## config.mk

```make
export PLATFORM = sky130hd
export DESIGN_NAME = seg7_scan_ctrl
export DESIGN_NICKNAME = d
export VERILOG_FILES = /design/src/rtl/seg7_pkg.sv /design/src/rtl/bcd7_decode.sv /design/src/rtl/seg7_scan_ctrl.sv
export SDC_FILE = /design/constraint.sdc
export NUM_CORES = 1
export LEC_CHECK = 0
export ABC_CLOCK_PERIOD_IN_PS = 2600
export CAP_MARGIN = 20
export CORE_MARGIN = 5
export CORE_UTILIZATION = 35
export CTS_BUF_LIST = sky130_fd_sc_hd__clkbuf_2 sky130_fd_sc_hd__clkbuf_4 sky130_fd_sc_hd__clkbuf_8
export DETAILED_ROUTE_END_ITERATION = 16
export GPL_ROUTABILITY_DRIVEN = 0
export MAX_ROUTING_LAYER = met4
export SLEW_MARGIN = 20
export SYNTH_ARGS = -nofsm -noshare
export SYNTH_HDL_FRONTEND = slang
export SYNTH_HIERARCHICAL = 1
export SYNTH_SLANG_ARGS = --single-unit
```

## constraint.sdc

```tcl
create_clock -name clk -period 2.6 [get_ports clk]
set_input_delay 0.78 -clock clk [delete_from_list [all_inputs] [get_ports clk]]
set_output_delay 0.78 -clock clk [all_outputs]
set_load 0.01 [all_outputs]
```

## src/rtl/seg7_pkg.sv

```systemverilog
// Shared constants for the 4-digit 7-segment scan controller.
// Segment patterns are active-low, ordered {a,b,c,d,e,f,g}.
package seg7_pkg;

  localparam logic [6:0] SEG_BLANK = 7'h7F;
  localparam logic [3:0] AN_OFF    = 4'hF;

  localparam logic [6:0] SEG_0 = 7'b0000001;
  localparam logic [6:0] SEG_1 = 7'b1001111;
  localparam logic [6:0] SEG_2 = 7'b0010010;
  localparam logic [6:0] SEG_3 = 7'b0000110;
  localparam logic [6:0] SEG_4 = 7'b1001100;
  localparam logic [6:0] SEG_5 = 7'b0100100;
  localparam logic [6:0] SEG_6 = 7'b0100000;
  localparam logic [6:0] SEG_7 = 7'b0001111;
  localparam logic [6:0] SEG_8 = 7'b0000000;
  localparam logic [6:0] SEG_9 = 7'b0000100;

endpackage

```

## src/rtl/bcd7_decode.sv

```systemverilog
// BCD nibble to active-low 7-segment pattern; non-BCD nibbles and the blank flag give all-off.
module bcd7_decode
  import seg7_pkg::*;
(
  input  logic [3:0] nibble,
  input  logic       blank,
  output logic [6:0] pattern
);

  always_comb begin
    pattern = SEG_BLANK;
    if (!blank) begin
      case (nibble)
        4'd0:    pattern = SEG_0;
        4'd1:    pattern = SEG_1;
        4'd2:    pattern = SEG_2;
        4'd3:    pattern = SEG_3;
        4'd4:    pattern = SEG_4;
        4'd5:    pattern = SEG_5;
        4'd6:    pattern = SEG_6;
        4'd7:    pattern = SEG_7;
        4'd8:    pattern = SEG_8;
        4'd9:    pattern = SEG_9;
        default: pattern = SEG_BLANK;
      endcase
    end
  end

endmodule

```

## src/rtl/seg7_scan_ctrl.sv

```systemverilog
// Time-multiplexed scan of four BCD digits onto a common-anode display, with an all-off guard
// window at the start of each slot and a shadow register committed only at frame boundaries.
module seg7_scan_ctrl
  import seg7_pkg::*;
#(
  parameter int unsigned SLOT_CYC  = 100000,
  parameter int unsigned BLANK_CYC = 16,
  parameter bit          LZ_BLANK  = 1'b1
) (
  input  logic        clk,
  input  logic        rst,
  input  logic        enable,
  input  logic        wr_en,
  input  logic [15:0] wr_data,
  input  logic [3:0]  dp_in,
  output logic [6:0]  seg,
  output logic        dp,
  output logic [3:0]  an,
  output logic        frame_done,
  output logic        pending
);

  localparam int unsigned CntW = (SLOT_CYC > 1) ? $clog2(SLOT_CYC) : 1;
  localparam logic [CntW-1:0] CntLast  = CntW'(SLOT_CYC - 1);
  localparam logic [CntW-1:0] CntBlank = CntW'(BLANK_CYC);

  logic [CntW-1:0] cnt;
  logic [1:0]      idx;
  logic [15:0]     shadow;
  logic [3:0]      shadow_dp;
  logic [15:0]     active;
  logic [3:0]      active_dp;

  logic            cnt_last;
  logic            commit;
  logic            in_guard;
  logic [3:0]      cur_nib;
  logic [3:0]      lz_mask;
  logic [6:0]      dec_seg;
  logic [15:0]     next_active;
  logic [3:0]      next_active_dp;

  assign cnt_last = (cnt == CntLast);
  assign commit   = enable && cnt_last && (idx == 2'd3);
  assign in_guard = (cnt < CntBlank);
  assign cur_nib  = active[{idx, 2'b00} +: 4];

  // A write landing on the commit cycle bypasses the shadow so it is not lost.
  assign next_active    = wr_en ? wr_data : shadow;
  assign next_active_dp = wr_en ? dp_in : shadow_dp;

  // Digit i is blanked when it and every more-significant digit are zero.
  always_comb begin
    lz_mask    = 4'b0000;
    lz_mask[3] = (active[15:12] == 4'd0);
    lz_mask[2] = lz_mask[3] && (active[11:8] == 4'd0);
    lz_mask[1] = lz_mask[2] && (active[7:4] == 4'd0);
    if (!LZ_BLANK) begin
      lz_mask = 4'b0000;
    end
  end

  bcd7_decode u_decode (
    .nibble  (cur_nib),
    .blank   (lz_mask[idx]),
    .pattern (dec_seg)
  );

  always_ff @(posedge clk or posedge rst) begin
    if (rst) begin
      cnt        <= '0;
      idx        <= 2'd0;
      shadow     <= 16'h0000;
      shadow_dp  <= 4'h0;
      active     <= 16'h0000;
      active_dp  <= 4'h0;
      pending    <= 1'b0;
      frame_done <= 1'b0;
      seg        <= SEG_BLANK;
      dp         <= 1'b1;
      an         <= AN_OFF;
    end else begin
      if (wr_en) begin
        shadow    <= wr_data;
        shadow_dp <= dp_in;
      end

      if (!enable) begin
        cnt        <= '0;
        idx        <= 2'd0;
        active     <= next_active;
        active_dp  <= next_active_dp;
        pending    <= 1'b0;
        frame_done <= 1'b0;
        seg        <= SEG_BLANK;
        dp         <= 1'b1;
        an         <= AN_OFF;
      end else begin
        if (cnt_last) begin
          cnt <= '0;
          idx <= idx + 2'd1;
        end else begin
          cnt <= cnt + CntW'(1);
        end

        frame_done <= commit;
        if (commit) begin
          active    <= next_active;
          active_dp <= next_active_dp;
          pending   <= 1'b0;
        end else if (wr_en) begin
          pending <= 1'b1;
        end

        if (in_guard) begin
          seg <= SEG_BLANK;
          dp  <= 1'b1;
          an  <= AN_OFF;
        end else begin
          seg <= dec_seg;
          dp  <= ~active_dp[idx];
          an  <= ~(4'b0001 << idx);
        end
      end
    end
  end

endmodule
```

After elaboration in Yosys (flattened, before gate mapping)
Memory sizes are Yosys's and may differ from the RTL's.
Cells that the tools add are included.

storage, ports and cells
  register bits after elaboration = 73
  bits in latches = 0
  bits in writable memories = 0
  ROM bits = 112
  bits of input ports = 24
  word-level logic and storage cells = 57
  memories kept = 1

operators by class
  $add $sub $neg = 2
  $mul = 0
  div/mod/pow operators = 0
  $lt $le $gt $ge = 2
  equality and inequality tests = 5
  shifts and indexed selects = 2
  mux-type cells = 25
  bitwise operators = 2
  reduce and logical (&&, ||, !) cells = 7

memory list
  name              depth  width  read ports  clocked after Yosys merged registers in  write ports  RTL line           source
  (name not given)  16     7      1           0                                        0            bcd7_decode.sv:13  case (nibble)

operators by type and width
  cell                                                                            count
  16-bit 2-to-1 mux                                                               3
  17-bit 2-to-1 mux                                                               2
  7-bit 2-to-1 mux                                                                3
  4-bit 2-to-1 mux                                                                5
  17-bit by 1-bit adder with 17-bit output (second input constant)                1
  17-bit == test (second input constant)                                          1
  17-bit by 5-bit less-than comparator with 1-bit output (second input constant)  1
  16-bit by 5-bit variable part select with 4-bit output                          1
  4-bit zero test                                                                 3
  1-bit 2-to-1 mux                                                                8
  1-bit binary-select mux with 2-bit select                                       2
  1-bit logical AND                                                               4
  2-bit 2-to-1 mux                                                                2
  2-bit by 1-bit inequality test with 1-bit output (second input constant)        2
  4-bit inverter                                                                  1
  1-bit by 2-bit left shift with 4-bit output (first input constant)              1
  2-bit by 3-bit less-than comparator with 1-bit output (second input constant)   1
  3-bit by 1-bit inequality test with 1-bit output (second input constant)        1
  2-bit by 1-bit adder with 2-bit output (second input constant)                  1
  2-bit == test (second input constant)                                           1
  1-bit inverter                                                                  1

Logic depth before layout (Yosys ltp)
  depth after elaboration = 8
  gate-level depth with buffers = 8
  gate-level depth less buffers = 7

By module
Netlist, hierarchy kept.

modules (own cells, without submodules)
  module          instances  cells each  area an instance (sq um)
  seg7_scan_ctrl  1          234         3220.6
  bcd7_decode     1          33          236.5

Worst setup path after synthesis
OpenSTA, ideal clock, no wires.

  path kind = reg2reg
  start = register idx[0]
  end = register seg[3]
  setup time = 0.064 ns
  arrival = 2.036 ns
  setup slack = 0.500 ns
  cell stages (with the launch flop) = 9
  buffers on the path = 1
  period minus slack after synthesis = 2.100 ns
  cells stage by stage = dfrtp_1 > clkbuf_1 > inv_1 > nor3_1 > a21oi_1 > nor3_1 > nor2_1 > a21oi_1 > nand2b_1

on the way
  cells in the longest elaborated chain, start to end = 5
  elaborated cells between the ends (all ways) = 7
  those cells by class = shift (1); mux (5); memory (1)

ends and longest elaborated chain
  element                                                                                                                     RTL line                                    source
  start, declared                                                                                                             seg7_scan_ctrl.sv:28                        logic [1:0] idx;
  start signal, assigned                                                                                                      seg7_scan_ctrl.sv:101                       idx <= idx + 2'd1;
  16-bit by 5-bit variable part select with 4-bit output / 1-bit binary-select mux with 2-bit select (equally long branches)  seg7_scan_ctrl.sv:46, seg7_scan_ctrl.sv:65
  memory read 16 x 7 bit / 1-bit 2-to-1 mux (equally long branches)                                                           -
  7-bit 2-to-1 mux *                                                                                                          bcd7_decode.sv:12                           if (!blank) begin
  net dec_seg[3]                                                                                                              seg7_scan_ctrl.sv:39                        logic [6:0] dec_seg;
  7-bit 2-to-1 mux *                                                                                                          seg7_scan_ctrl.sv:115                       if (in_guard) begin
  7-bit 2-to-1 mux *                                                                                                          seg7_scan_ctrl.sv:88                        if (!enable) begin
  end signal, assigned                                                                                                        seg7_scan_ctrl.sv:120                       seg <= dec_seg;
  end, declared                                                                                                               seg7_scan_ctrl.sv:16                        output logic [6:0] seg,

Mark *: on every way through the listed nets, which the timed path passes. The rest lies on a longest branch. The select of a mux whose other input is x is not followed.
A chain may end at the register's enable or synchronous reset.

Worst setup path after layout
  start = register cnt[0]
  end = register active[15]

on the way
  cells in the longest elaborated chain, start to end = 4

ends and longest elaborated chain
  element                                                     RTL line               source
  start, declared                                             seg7_scan_ctrl.sv:27   logic [CntW-1:0] cnt;
  start signal, assigned                                      seg7_scan_ctrl.sv:103  cnt <= cnt + CntW'(1);
  17-bit == test                                              seg7_scan_ctrl.sv:43   assign cnt_last = (cnt == CntLast);
  1-bit logical AND (2 in series)                             seg7_scan_ctrl.sv:44   assign commit = enable && cnt_last && (idx == 2'd3);
  2-bit by 1-bit inequality test with 1-bit output (no line)  -
  end signal, assigned                                        seg7_scan_ctrl.sv:91   active <= next_active;
  end signal, assigned                                        seg7_scan_ctrl.sv:108  active <= next_active;
  end, declared                                               seg7_scan_ctrl.sv:31   logic [15:0] active;

No other way between the ends.

==> impl_metrics.toml <==
[outcome]
status = "finished clean"

[layout]
layout_common_cells = "dfrtp_1 (61), clkdlybuf4s50_1 (37), nor2_1 (22)"
fillerInstances = 907
diodes = 0
nets = 344
syn_to_final_growth_pct = 21.46
final_common_cell = "dfrtp_1"
multi_input_area_mm2 = 0.001491
fin_util_pct = 43.36
drive_above_1_share_pct = 27.62
seqCellArea_mm2 = 0.001842

[grt]
gr-total-overflow = 0
grt_max_degree = 74
track_usage_pct = 11.55
grt_pass1_wl_um = 10440
antenna_found_initial = 0
grt_pass1_vias = 2104

[worst_hold_path]
hold_path.class = "reg2reg"
whs_endpoint = "shadow_dp[3]"
holdCritStartpoint = "shadow_dp[3]"
holdPathStages = 1

[setup_path]
slowest_stage = "a21bo_4"
timing.rr.end = "active[15]"
critical_path.max_fanout = 21
r2r_cells = 5
cp_slowest_stage_delay_ns = 0.44
crit-reg2reg-launch = "cnt[0]"
critPathCaptureType = "flop"
crit_path_cell_trace = "ha_1 > nand4_1 > nor4_4 > a21bo_4 > mux2_2"
reg2reg_slack_ns = 0.35
crit_arrival_ns = 2.46
crit_required_ns = 2.82
startpoint_type = "flop"
worstSetupPathType = "reg2reg"

[sta]
rsz0062_at_grt = "no"
drv_slew = 0
period_needed_ns = 2.246
fmax_mhz = 445.3
fin_tns_setup_ns = 0
relSlewSlack_pct = 71.02
worstMarginPinSlew_ns = 0.4348
whs_ns = 0.4987
hold_viol_final = 0
fin_skew_ns = 0.01264
timing.final.crit_share_pct = 86.38
finalSetupViolCount = 0

[synth]
synth_cell_type_count = 41
ys.warnings.count = 6
synth-seq-cells = 73
synth_edf_count = 0
syn_inst = 267
syn_nets = 301
synth_ff_type = "dfrtp_1"
yosysSeqAreaShare_pct = 53.28
syn_area_per_cell_um2 = 12.95
async_flop_share_pct = 100.0
syn-cell-area_mm2 = 0.003457

[clocking]
cts_max_level = 3
ctsRootBufferMaster = "clkbuf_8"
postCtsSetupBuffers = 0
cts_tree = "yes"
cts_buffers = 9
clk_latency_ns = 0.34
cts_sinks = 73
clockBufferDepth = 2
postCtsHoldBufs = 0
clk_pin_slew_worst_paths_ns = 0.07
cts_resized = 0

[routing]
route.detailed.drc = 0
routed_via_density = 4.576
vias = 2050
wl_per_cell_um = 13.66
ant_nets = 0
wl_um = 6120
drt_iter0_drc = 82
drtPass1Iterations = 4

[floorplanning]
ioPinCount = 38
dieWidth_um = 109.4
die_area_mm2 = 0.01197
num_rows = 36
dieHeight_um = 109.4
start_util_pct = 35.70
coreArea_mm2 = 0.009684

[pwr]
static-leakage-power_nw = 1.727
irDropWorstVdd_mv = 0.2604
power_density_mw_per_mm2 = 609.0

[placement]
port_buffers = 37
dp_hpwl_um = 4297

[job]
cap_violations = 0
routing by layer:
layer	GRT usage, %	part of all wire (%)
met5	-	0
met4	5.165	1.0
met3	3.230	3.9
met2	16.87	47
met1	14.97	48
registers in the layout (all words and copies together), names as in the netlist:
register,cells
frame_done,1
shadow,16
active,16
dp,1
pending,1
active_dp,4
idx,2
shadow_dp,4
an,4
seg,7
cnt,17
cells in the mapped netlist, types with 2 or more instances:
master,instances,area (um^2)
dfstp_2,12,315.3
nor2b_1,2,12.51
dfrtp_1,61,1526
and2_1,2,12.51
nor4_1,7,43.79
buf_12,2,40.04
xnor2_1,13,113.9
mux2_4,19,285.3
nand4_1,6,37.54
a21oi_1,8,40.04
xor2_1,4,35.03
or4_1,2,15.01
clkbuf_1,7,26.28
mux4_2,5,112.6
nor2_1,22,82.58
inv_1,9,33.78
nand2_1,10,37.54
nand3_1,6,30.03
mux2_2,21,236.5
nor3_1,8,40.04
ha_1,10,125.1
nand2b_1,10,62.56
o21ai_0,3,15.01
how the worst max path moves through the flow:
stage           start         end  slack, ns  cells after the start
2_1_floorplan  idx[0]      seg[3]       0.50                      8
3_3_place_gp   enable  active[15]       0.32                      3
3_5_place_dp   enable  active[15]       0.27                      3
4_1_cts        cnt[0]  active[15]       0.33                      5
5_1_grt        cnt[0]  active[15]       0.24                      5
6_report       cnt[0]  active[15]       0.35                      5
kinds of logic (layout without fill, tap and decap cells):
logic type / after synthesis / in the layout / synth area share, %
xor gates and xnor gates: 17 / 17 / 4.307
muxes: 46 / 46 / 18.64
buffers and inverters: 21 / 69 / 3.583
and+or+nand+nor: 84 / 84 / 13.75
DFF: 73 / 73 / 53.28
adders and majority gates: 10 / 10 / 3.619
AOI/OAI and AO/OA: 16 / 16 / 2.823
critical path, delay by kind of cell (launching register included):
| family | cells | cell delay, ns |
|---|---|---|
| compound gates | 1 | 0.44 |
| flops | 1 | 0.41 |
| mux | 1 | 0.38 |
| fa+ha+maj | 1 | 0.24 |
| simple gates | 2 | 0.65 |
cell type report:
type / count / area share, %
Clock buffer: 10 / 3.129
Clock inverter: 6 / 1.967
Inverter: 9 / 0.8939
Multi-Input combinational cell: 173 / 35.52
Sequential cell: 73 / 43.86
Tap cell: 133 / 3.963
Timing Repair Buffer: 44 / 10.67
metrics by stage:
step,cell area [um^2],total power [W],std cells,setup WS (ns)
2_1_floorplan,3461,0.001536,267,0.5002
3_3_place_gp,3985,0.001623,432,0.3189
3_5_place_dp,3985,0.001631,432,0.2716
4_1_cts,4199,0.002598,448,0.3292
5_1_grt,4199,0.002685,448,0.2376
6_report,4199,0.002557,448,0.3541
where the power goes:
part	internal, W	switching [W]
registers	0.00122	0.0000481
clock network	0.000546	0.000407
logic	0.000199	0.000139
Note: power is estimated with default switching activity, not from simulation.
==> variant 1: new RTL, same settings <==
Set the parameter `LZ_BLANK` to 1'b0 (it was 1'b1).
--- a/src/rtl/seg7_scan_ctrl.sv
+++ b/src/rtl/seg7_scan_ctrl.sv
@@ -5,7 +5,7 @@
 #(
   parameter int unsigned SLOT_CYC  = 100000,
   parameter int unsigned BLANK_CYC = 16,
-  parameter bit          LZ_BLANK  = 1'b1
+  parameter bit          LZ_BLANK  = 1'b0
 ) (
   input  logic        clk,
   input  logic        rst,
Behaviour: no difference found for any inputs over 10 cycles, from zero or initial values and one cycle with rst high; that may be too few to reach the edited logic, so the function may still have changed.
==> variant 1 against the unedited design <==
  * Largest power group unchanged
  * Sequential cell count stayed put
  * Final area is 2.1% lower
  * Synthesized area decreased by 4.4%
  * Final cell count up 0.45%
  * Worst hold slack worse by 2.8 ps
  * Sequential share of layout area increased by 0.95 points
  * Routed wire length fell by 1.5%
  * Largest cell class unchanged
  * Utilization increased by 1.1 points
  * Combinational power decreased by 12%
  * First-iteration DRC count down 65%
  * Highest routed layer unchanged
  * Non-clock buffer count grew 2
  * Power fell by 4.7%
  * Setup slack worse by 89 ps
==> variant 1: results (changes against the unedited design) <==
status: "complete, no violations"
place_ws_ps: 255  # -16.8 ps
track_usage: 0.122  # +0.00606
synth_common_cells: "61 x dfrtp_1, 36 x mux2_2, 24 x nor2_1"
fin_skew_ps: 10.8  # -1.89 ps
synth_area_leaders: "dfrtp_1 46%, mux2_2 12%, dfstp_2 9.5%"
drtIter0Drc: 29  # -65%
crit_slowest_cell: "or4_1"
instances_no_fill: 450  # +0.45%
place_inst: 434  # +0.46%
grt_pass1_wl_um: 10600  # +1.7%
crit_arrival_ps: 2570  # +110 ps
dpl_cell_area_mm2: 0.00391  # -1.8%
post_synth_num_cell_types: 35  # -15%
cpPeakStageDelay_ps: 560  # +120 ps
area_growth_pct: 24.4
vias_per_cell: 4.55  # -0.59%
grt_pass1_vias: 2239  # +6.4%
fin_nets: 350  # +1.7%
dpl.hpwl_um: 4290  # -0.17%
grt_start_max_net_pins: 38  # -49%
n_fill_cell: 847  # -6.6%
rrSetupSlack_ps: 270  # -90 ps
p_leak_nw: 1.65  # -4.4%
p_int_mw: 1.85  # -5.8%
synth.avg_cell_area_um2: 12.5  # -3.3%
[variant 1: cell count changes after synthesis, sizes merged, moves of 2 or more]
| cell | unedited run | this run |
|---|---|---|
| inv | 9 | 12 |
| and2 | 2 | 0 |
| clkbuf | 8 | 6 |
| nor2 | 22 | 24 |
[variant 1: worst paths after layout]
path                               from      endpoint  cells past startpoint
max reg2reg                     cnt[11]     active[6]                      5
max in group asynchronous           rst        seg[0]                      3
min reg2reg                active_dp[2]  active_dp[2]                      1
min in group asynchronous           rst  shadow_dp[0]                      2
min                        active_dp[2]  active_dp[2]                      1
max                             cnt[11]     active[6]                      5
[variant 1: routing by layer]
metal | wire length, um | up-vias | GRT usage
met2 | 2750 | 33 | 0.179
met5 | 0 | - | -
met3 | 205 | 9 | 0.0283
met4 | 140 | 0 | 0.0603
li1 | - | 1005 | -
met1 | 2940 | 1000 | 0.158
[variant 1: cell families after synthesis]
family                     Yosys count  synth area share
xor gates and xnor gates            17            0.0451
AOI/OAI and AO/OA                   15            0.0276
DFF                                 73             0.557
other                                1           0.00113
muxes                               45             0.170
and+or+nand+nor                     80             0.127
adders and majority gates           10            0.0379
buffers and inverters               23            0.0337
[variant 1: power by group through the flow]
stage / Clock [mW] / Sequential (mW) / Combinational (mW)
floorplan: 0 / 1.26 / 0.216
global placement: 0 / 1.28 / 0.298
detailed placement: 0 / 1.28 / 0.304
CTS: 0.915 / 1.26 / 0.305
global route: 0.963 / 1.27 / 0.337
finish: 0.879 / 1.26 / 0.299
[variant 1: cell type report]
cell class | count | area share
sequential | 73 | 0.448
multi-input combinational | 174 | 0.334
timing repair buffer | 46 | 0.119
tap | 129 | 0.0393
clock buffer | 11 | 0.0338
clock inverter | 5 | 0.0140
inverter | 12 | 0.0119
==> variant 2: new RTL, same flow settings <==
Made on the original files. Reset style: synchronous (`rst`), changed in one clocked block.
--- a/src/rtl/seg7_scan_ctrl.sv
+++ b/src/rtl/seg7_scan_ctrl.sv
@@ -66,7 +66,7 @@
     .pattern (dec_seg)
   );
 
-  always_ff @(posedge clk or posedge rst) begin
+  always_ff @(posedge clk) begin
     if (rst) begin
       cnt        <= '0;
       idx        <= 2'd0;
Function: differs if rst is asserted again (counterexample within 4 cycles, from zero or initial values and one cycle with rst high); with rst held inactive, the same outputs for 10 cycles.
==> variant 2 against the unedited design <==
  * Utilization fell by 0.61 points
  * Routed wire length rose by 4.6%
  * Setup slack improved by 3.9 ps
  * Sequential cell count did not move
  * First-iteration DRC count rose by 27%
  * Final area fell by 6.4%
  * Power fell by 15%
  * Synthesized area fell by 4.6%
  * Clock skew fell by 4.9 ps
  * Die area fell by 4.2%
  * Maximum frequency rose by 0.17%
==> variant 2: results (changes against the unedited design) <==
antenna_found_initial: 0  # unchanged
peakVddDrop_v: 0.000220  # -15%
yosys_warnings: 6  # unchanged
cp_max_fo: 20  # -4.8%
post_synth_num_cell_types: 45  # +9.8%
grt_pass1_wl_um: 11200  # +6.9%
dr.pass1.iters: 4  # unchanged
synth_ff_type: "dfxtp_1"
p_leak_nw: 1.45  # -16%
fin_skew_ps: 7.76  # -4.89 ps
vias_per_cell: 4.96  # +8.5%
dpl.hpwl_um: 4490  # +4.4%
routedWlPerCell_um: 13.5  # -1.4%
cts_resized: 0  # unchanged
track_usage: 0.124  # +0.00814
synth_common_cells: "73 x dfxtp_1, 42 x nor2_1, 21 x mux2i_1"
place_ws_ps: 341  # +69.3 ps
async_flop_share: 0  # -1.00
crit_arrival_ps: 2510  # +50 ps
critPathLaunch: "cnt[0]"
crit_slowest_cell: "o21ai_2"
drt-met1-wl_um: 3180  # +9.0%
fin_nets: 393  # +14%
status: "complete, no violations"
drtIter0Drc: 104  # +27%
cpLargestDelayFamily: "compound AO/OA/AOI/OAI gates"
insertion_delay_ps: 340  # about the same
cpPeakStageDelay_ps: 760  # +320 ps
clock_path_buffers: 2  # unchanged
dr_wl_met3_um: 235  # -2.5%
p_int_mw: 1.69  # -14%
grt_pass1_vias: 2397  # +14%
hold_path.class: "flip-flop to flip-flop"
n_fill_cell: 913  # +0.66%
syn_nets: 358  # +19%
cts_made_buffers: 9  # unchanged
synth_area_leaders: "dfxtp_1 44%, mux2i_1 6.4%, nor2_1 4.8%"
dr_wl_met2_um: 2870  # -1.2%
slew_headroom: 0.393  # -0.317
drive_gt1_frac: 0.143  # -0.133
port_buffers: 37  # unchanged
hold_start: "active_dp[1]"
cts_setup_buffers: 0  # unchanged
grt_start_max_net_pins: 41  # -45%
seq_area_frac_synth: 0.443  # -0.0897
clockRootBuffer: "clkbuf_8"
ctsHtreeMaxLevel: 3  # unchanged
[variant 2: cells by family (layout without fill, tap and decap cells)]
kind of cell	count (synthesis)	count (layout)	share of synthesized area
xor gates and xnor gates	16	16	0.0425
adders and majority gates	10	10	0.0379
and+or+nand+nor	130	130	0.237
buffers and inverters	31	71	0.0535
DFF	73	73	0.443
AOI/OAI and AO/OA	38	38	0.0880
muxes	26	26	0.0979
[variant 2: worst min-delay path, delay by kind of cell, from the launching register on]
kind	cells	cell delay (ps)
AOI/OAI and AO/OA	1	60
and+or+nand+nor	1	80
DFF	1	310
[variant 2: area by class of cell]
class | count | area, um2 | share of cell area
multi-input combinational | 220 | 1660 | 0.422
sequential | 73 | 1460 | 0.372
timing repair buffer | 46 | 450 | 0.115
clock buffer | 14 | 174 | 0.0442
tap | 111 | 139 | 0.0353
inverter | 9 | 33.8 | 0.00859
clock inverter | 2 | 12.5 | 0.00318
[variant 2: path summary, 6_finish.rpt]
kind                                endpoint  cells after the start
worst min-delay path            active_dp[1]                      2
worst max register to register  active_dp[3]                      5
worst max-delay path            active_dp[3]                      5
worst min register to register  active_dp[1]                      2
[variant 2: routing by layer]
layer,global-route usage,up-vias
li1,-,1211
met5,-,-
met3,0.0295,8
met4,0.0575,0
met1,0.159,1104
met2,0.184,35
[variant 2: power by group through the flow]
stage / clock, mW / sequential [mW] / combinational (mW)
floorplan: 0 / 1.19 / 0.127
detailed placement: 0 / 1.20 / 0.187
CTS: 0.847 / 1.17 / 0.187
global placement: 0 / 1.20 / 0.186
finish: 0.815 / 1.17 / 0.185
global route: 0.887 / 1.18 / 0.209
[variant 2: through the flow]
stage               std cells  cell area [um2]  hold WS (ps)
CTS                       475             3930           499
floorplan                 324             3300           452
finish                    475             3930           494
detailed placement        459             3740           483
global placement          459             3740           475
global route              475             3930           510
